<file path="src/rtl/arghunter_pkg.sv">
// Shared types and default tuning constants for the arghunter input front end.
package arghunter_pkg;

  typedef struct packed {
    logic       rise;
    logic [2:0] idx;
  } evt_t;

  localparam logic EVT_RISE = 1'b1;
  localparam logic EVT_FALL = 1'b0;

  localparam int PRESC_DIV_DEF  = 1000;
  localparam int DEB_COUNT_DEF  = 8;
  localparam int DEB_W_DEF      = 4;
  localparam int FIFO_DEPTH_DEF = 4;

endpackage

</file>
<file path="src/rtl/arghunter_debounce_bit.sv">
// One-bit tick-sampled debouncer: level flips after DEB_COUNT consecutive differing ticks.
// rise/fall pulse for the single cycle following the flip; no backpressure.
module arghunter_debounce_bit
  import arghunter_pkg::*;
#(
  parameter int DEB_COUNT = DEB_COUNT_DEF,
  parameter int DEB_W     = DEB_W_DEF
) (
  input  logic clk,
  input  logic rst_n,
  input  logic sync_bit,
  input  logic tick,
  output logic level,
  output logic rise,
  output logic fall
);

  logic [DEB_W-1:0] cnt;
  logic             flip;

  assign flip = tick && (sync_bit != level) && (cnt == DEB_W'(DEB_COUNT - 1));

  always_ff @(posedge clk or negedge rst_n) begin
    if (!rst_n) begin
      level <= 1'b0;
      cnt   <= '0;
      rise  <= 1'b0;
      fall  <= 1'b0;
    end else begin
      rise <= flip && !level;
      fall <= flip && level;
      // Any tick agreeing with the stable level restarts the run; a flip also restarts it.
      if (tick) begin
        if ((sync_bit == level) || flip) cnt <= '0;
        else                             cnt <= cnt + 1'b1;
      end
      if (flip) level <= ~level;
    end
  end

endmodule

</file>
<file path="src/rtl/arghunter_input_frontend.sv">
// Pin conditioning: 2-FF sync, per-bit debounce, edge detect, priority-merged event FIFO.
// Debounced edge reaches evt_valid 2 cycles after the level flip; evt_ready low holds the head and queues edges as pending.
module arghunter_input_frontend
  import arghunter_pkg::*;
#(
  parameter int PRESC_DIV  = PRESC_DIV_DEF,
  parameter int DEB_COUNT  = DEB_COUNT_DEF,
  parameter int DEB_W      = DEB_W_DEF,
  parameter int FIFO_DEPTH = FIFO_DEPTH_DEF
) (
  input  logic       clk,
  input  logic       rst_n,
  input  logic       ena,
  input  logic [7:0] ui_in,
  input  logic       clear_ovf,
  output logic [7:0] btn_level,
  output logic [7:0] btn_rise,
  output logic [7:0] btn_fall,
  output logic       evt_valid,
  output logic [3:0] evt_data,
  input  logic       evt_ready,
  output logic       evt_overflow
);

  localparam int PRESC_W = (PRESC_DIV > 1) ? $clog2(PRESC_DIV) : 1;
  localparam int PTR_W   = (FIFO_DEPTH > 1) ? $clog2(FIFO_DEPTH) : 1;
  localparam int CNT_W   = $clog2(FIFO_DEPTH + 1);

  // Prescaler
  logic [PRESC_W-1:0] presc_cnt;
  logic               tick;

  assign tick = ena && (presc_cnt == PRESC_W'(PRESC_DIV - 1));

  always_ff @(posedge clk or negedge rst_n) begin
    if (!rst_n)   presc_cnt <= '0;
    else if (ena) presc_cnt <= tick ? '0 : presc_cnt + 1'b1;
  end

  // Synchroniser
  logic [7:0] sync_q1, sync_q2;

  always_ff @(posedge clk or negedge rst_n) begin
    if (!rst_n) begin
      sync_q1 <= '0;
      sync_q2 <= '0;
    end else begin
      sync_q1 <= ui_in;
      sync_q2 <= sync_q1;
    end
  end

  for (genvar i = 0; i < 8; i++) begin : g_deb
    arghunter_debounce_bit #(
      .DEB_COUNT (DEB_COUNT),
      .DEB_W     (DEB_W)
    ) u_deb (
      .clk      (clk),
      .rst_n    (rst_n),
      .sync_bit (sync_q2[i]),
      .tick     (tick),
      .level    (btn_level[i]),
      .rise     (btn_rise[i]),
      .fall     (btn_fall[i])
    );
  end

  // The edge pulse counts as pending in its own cycle, so a fresh edge can be pushed immediately.
  logic [7:0] pend_rise, pend_fall;
  logic [7:0] req_rise, req_fall;
  logic [7:0] clr_rise, clr_fall;
  logic       sel_vld;
  evt_t       sel_evt;
  logic       push, pop, full;
  logic       ovf_set;

  assign req_rise = pend_rise | btn_rise;
  assign req_fall = pend_fall | btn_fall;
  assign ovf_set  = |(pend_rise & btn_rise) || |(pend_fall & btn_fall);

  // Scan high to low so the last hit wins: lowest index, rise over fall.
  always_comb begin
    sel_vld = 1'b0;
    sel_evt = '0;
    for (int i = 7; i >= 0; i--) begin
      if (req_fall[i]) begin
        sel_vld = 1'b1;
        sel_evt = '{rise: EVT_FALL, idx: 3'(i)};
      end
      if (req_rise[i]) begin
        sel_vld = 1'b1;
        sel_evt = '{rise: EVT_RISE, idx: 3'(i)};
      end
    end
  end

  always_comb begin
    clr_rise = '0;
    clr_fall = '0;
    if (push) begin
      if (sel_evt.rise == EVT_RISE) clr_rise[sel_evt.idx] = 1'b1;
      else                          clr_fall[sel_evt.idx] = 1'b1;
    end
  end

  always_ff @(posedge clk or negedge rst_n) begin
    if (!rst_n) begin
      pend_rise    <= '0;
      pend_fall    <= '0;
      evt_overflow <= 1'b0;
    end else begin
      pend_rise <= req_rise & ~clr_rise;
      pend_fall <= req_fall & ~clr_fall;
      if (ovf_set)        evt_overflow <= 1'b1;
      else if (clear_ovf) evt_overflow <= 1'b0;
    end
  end

  // Event FIFO
  evt_t             mem [FIFO_DEPTH];
  logic [PTR_W-1:0] wr_ptr, rd_ptr;
  logic [CNT_W-1:0] count;

  assign full      = (count == CNT_W'(FIFO_DEPTH));
  assign evt_valid = (count != '0);
  assign pop       = evt_valid && evt_ready;
  assign push      = sel_vld && (!full || pop);
  assign evt_data  = mem[rd_ptr];

  always_ff @(posedge clk or negedge rst_n) begin
    if (!rst_n) begin
      for (int i = 0; i < FIFO_DEPTH; i++) mem[i] <= '0;
      wr_ptr <= '0;
      rd_ptr <= '0;
      count  <= '0;
    end else begin
      if (push) begin
        mem[wr_ptr] <= sel_evt;
        wr_ptr      <= (wr_ptr == PTR_W'(FIFO_DEPTH - 1)) ? '0 : wr_ptr + 1'b1;
      end
      if (pop) rd_ptr <= (rd_ptr == PTR_W'(FIFO_DEPTH - 1)) ? '0 : rd_ptr + 1'b1;
      case ({push, pop})
        2'b10:   count <= count + 1'b1;
        2'b01:   count <= count - 1'b1;
        default: count <= count;
      endcase
    end
  end

endmodule

</file>
<file path="config.mk">
export PLATFORM = sky130hd
export DESIGN_NAME = arghunter_input_frontend
export DESIGN_NICKNAME = d
export VERILOG_FILES = /design/src/rtl/arghunter_pkg.sv /design/src/rtl/arghunter_debounce_bit.sv /design/src/rtl/arghunter_input_frontend.sv
export SDC_FILE = /design/constraint.sdc
export NUM_CORES = 1
export LEC_CHECK = 0
export ABC_CLOCK_PERIOD_IN_PS = 2670
export CAP_MARGIN = 20
export CORE_AREA = 2 2 131 95
export CTS_BUF_LIST = sky130_fd_sc_hd__clkbuf_8
export DETAILED_ROUTE_END_ITERATION = 16
export DIE_AREA = 0 0 133 97
export PLACE_DENSITY = 0.7
export SYNTH_ARGS = -nofsm -noshare
export SYNTH_HDL_FRONTEND = slang
export SYNTH_SLANG_ARGS = --single-unit
export TNS_END_PERCENT = 20
</file>
<file path="constraint.sdc">
create_clock -name clk -period 2.67 [get_ports clk]
set_input_delay 0.4005 -clock clk [delete_from_list [all_inputs] [get_ports clk]]
set_output_delay 0.4005 -clock clk [all_outputs]
set_load 0.005 [all_outputs]
</file>
==> impl_metrics.yaml <==
floorplan:
  dieArea_sq_um: 12900
  pin_count: 43
  row_count: 33
  die_h_um: 97
  core_area_sq_um: 11520
  dieWidth_um: 133
  start_util_pct: 49.19
placed_design:
  dp_slack_ns: 0.03522
  dp_hpwl_mm: 8.293
  place_area_sq_um: 6225
  globalplace.congestion: 0.9403
  numPortBuffers: 42
synth:
  synth-main-ff-cell: "dfrtp_1"
  synth_area_sq_um: 5667
  syn_nets: 550
  synth_edf_count: 0
  async_reset_ff_share_pct: 100.0
  synth-xor-area-share_pct: 2.628
  synth-simple-area-share_pct: 16.98
  synth_compound_area_share_pct: 10.84
  ys_seq_area_share_pct: 53.88
  synthMuxAreaShare_pct: 6.138
  syn_inst: 521
  yosysUniqueCellTypes: 51
  syn_avg_cell_area_sq_um: 10.88
  synth_top_family_by_area: "simple AND/OR/NAND/NOR gates"
  synth_adder_area_share_pct: 3.665
  ys_seq_elements: 122
  yosysWarnings: 0
critical_path:
  cp_slowest_stage_delay_ns: 0.56
  worstPathRequired_ns: 3.01
  worstPathCellList: "or4_4 -> and4bb_1 -> a31oi_2 -> inv_1 -> ha_2 -> inv_1 -> fa_2 -> xor2_1 -> nor2_1 -> xor2_1"
  arrival_ns: 2.87
  crit_family: "simple AND/OR/NAND/NOR gates"
  r2r_slack_ns: 0.15
  slowest_stage: "or4_4"
  worst_setup_path_end_kind: "flip-flop"
  critPathLaunchType: "flip-flop"
  critical_path_buf_inv_count: 2
  path_max_fanout: 3
  path_class: "reg -> reg"
power_and_ir_drop:
  power.leakage_nw: 3.126
  p_clk_share_pct: 25.0
  vdd_drop_max_uv: 657.4
  p_sw_mw: 2.306
  internal-power_mw: 4.272
  p_seq_share_pct: 36.8
  powerDensity_nw_per_um2: 984.9
  swShare_pct: 35.06
  power_frac_comb_pct: 38.2
cells_and_area:
  synthToLayoutAreaGrowth_pct: 17.86
  final_area_sq_um: 6679
  nets: 602
  n_antenna_cell: 0
  drive_gt1_share_pct: 16.38
  fill_cells: 911
route:
  dr.pass1.iters: 5
  vias_per_cell: 5.583
  num_vias: 4148
  antenna_left: 0
  drc: 0
  drt-initial-drc-count: 288
  routed_wl_mm: 11.78
  wl_per_cell_um: 15.86
timing:
  worst_pin_slew_ns: 0.8096
  final-setup-viol-count: 0
  finalHoldViolations: 0
  fin_crit_sh_pct: 94.54
  fin_skew_ns: 0.01125
  period_needed_ns: 2.524
  timing.final.ws_setup_ns: 0.1459
  max_freq_mhz: 396.2
  timing.slew.headroom_pct: 45.83
  timing.final.max_slew_violations: 0
clock_tree:
  cts_tree: "done"
  clk_path_buf_depth: 2
  htree_levels: 4
  cts_buffers: 17
  clkLatencyLatePin_ns: 0.42
  cts-root-buf: "clkbuf_8"
  clk_pin_slew_ns: 0.07
  clock_sinks: 122
grt:
  grt_max_degree: 55
  antenna_found_initial: 0
  grt_use_total_pct: 19.65
  grt_pass1_vias: 4045
  grt_pass1_wl_mm: 19.97
  overflow: 0
status:
  outcome: "completed"
run:
  cap_violations: 0
min_path:
  holdCritPathClass: "reg -> reg"
[worst register-to-register path, delay by kind of cell (launching register included)]
kind            cells  cell delay (ns)
simple gates        3             1.01
fa+ha+maj           2             0.50
flops               1             0.40
xor+xnor            2             0.28
buf+inv             2             0.13
compound gates      1             0.11
[power groups by stage]
stage / logic, mW / clock network [mW] / registers (mW)
floorplan: 1.82 / 0 / 2.35
global placement: 2.27 / 0 / 2.43
detailed placement: 2.36 / 0 / 2.44
CTS: 2.36 / 1.68 / 2.41
global route: 2.76 / 1.76 / 2.45
finish: 2.51 / 1.65 / 2.42
[timing repair]
action | in CTS | in global routing
hold endpoints to repair | 43 | 0
hold buffers | 1 | 0
endpoints found under the setup margin | 0 | 1
resized for setup | 0 | 3
setup buffers | 0 | 5
[metal layers]
layer  vias to the layer above  track usage [%]  part of all wire [%]
met4                         0            6.203                  0.98
met3                         7            6.604                   7.4
li1                       1952                -                     -
met2                       137            28.10                    43
met5                         -                0                     0
met1                      2052            28.22                    48
[Yosys cell counts, types with 5 or more instances]
| library cell | count | share of area [%] |
|---|---|---|
| dfrtp_1 | 122 | 54 |
| nand2_1 | 47 | 3.1 |
| nor2_1 | 41 | 2.7 |
| o21ai_0 | 32 | 2.8 |
| nand3_1 | 29 | 2.6 |
| buf_4 | 24 | 3.2 |
| inv_1 | 23 | 1.5 |
| a31oi_1 | 22 | 2.4 |
| mux2_2 | 22 | 4.4 |
| ha_1 | 15 | 3.3 |
| a21oi_1 | 12 | 1.1 |
| xnor2_1 | 12 | 1.9 |
| nor4_1 | 11 | 1.2 |
| and3_1 | 10 | 1.1 |
| o31ai_1 | 10 | 1.3 |
| clkbuf_1 | 9 | 0.60 |
| a21o_1 | 8 | 1.1 |
| nor2b_1 | 8 | 0.88 |
| nor4b_1 | 8 | 1.2 |
| xor2_1 | 5 | 0.77 |
[flip-flops by register name (all words and copies together), names as in the netlist]
signal / cells
evt_overflow: 1
count: 3
g_deb.u_deb.level: 8
sync_q1: 8
sync_q2: 8
pend_fall: 8
g_deb.u_deb.rise: 8
pend_rise: 8
g_deb.u_deb.cnt: 32
wr_ptr: 2
rd_ptr: 2
mem: 16
presc_cnt: 10
g_deb.u_deb.fall: 8
[stage by stage]
stage | hold slack [ns] | setup TNS [ns] | power [mW] | instances | util, %
3_3_place_gp | 0.3332 | 0 | 4.698 | 705 | 54.04
2_1_floorplan | 0.1049 | 0 | 4.169 | 521 | -
6_report | 0.3510 | 0 | 6.578 | 743 | 57.98
5_1_grt | 0.3596 | -0.003333 | 6.965 | 743 | 57.98
3_5_place_dp | 0.3347 | 0 | 4.799 | 705 | 54.04
4_1_cts | 0.3510 | 0 | 6.451 | 738 | 57.58
[placed cells by master, fill, tap and decap left out, types with 5 or more instances in the layout]
cell type	n
dfrtp_1	122
nand2_1	47
nor2_1	41
clkdlybuf4s50_1	41
o21ai_0	32
nand3_1	29
inv_1	28
buf_4	26
a31oi_1	22
mux2_2	22
clkbuf_8	19
ha_1	14
a21oi_1	12
xnor2_1	12
nor4_1	11
o31ai_1	10
and3_1	10
nor4b_1	8
a21o_1	8
nor2b_1	8
xor2_1	5
[cells by family after synthesis]
| family | count (synthesis) |
|---|---|
| AO/OA/AOI/OAI | 98 |
| XOR/XNOR | 17 |
| adder cells (fa/ha/maj) | 16 |
| buffers and inverters | 60 |
| flip-flops | 122 |
| multiplexers | 27 |
| AND/OR/NAND/NOR | 181 |
[cell type report]
class	instances	area, sq um	area share (%)
flip-flops and latches	122	3053	45.71
multi-input cells	339	2290	34.28
repair buffers	70	655.6	9.816
clock buffers	19	261.5	3.915
well taps	157	196.4	2.941
clock inverters	13	136.4	2.042
inverters	23	86.33	1.293
[final timing paths]
kind,start,end,cells after the start
worst max register to register,g_deb[3].u_deb.rise,count[2],10
worst max-delay path,g_deb[3].u_deb.rise,count[2],10
worst min register to register,sync_q1[3],sync_q2[3],0
worst min-delay path,sync_q1[3],sync_q2[3],0
min in group asynchronous,rst_n,g_deb[0].u_deb.cnt[3],2
max in group asynchronous,rst_n,mem[1],3
(Power assumes the default switching activity.)
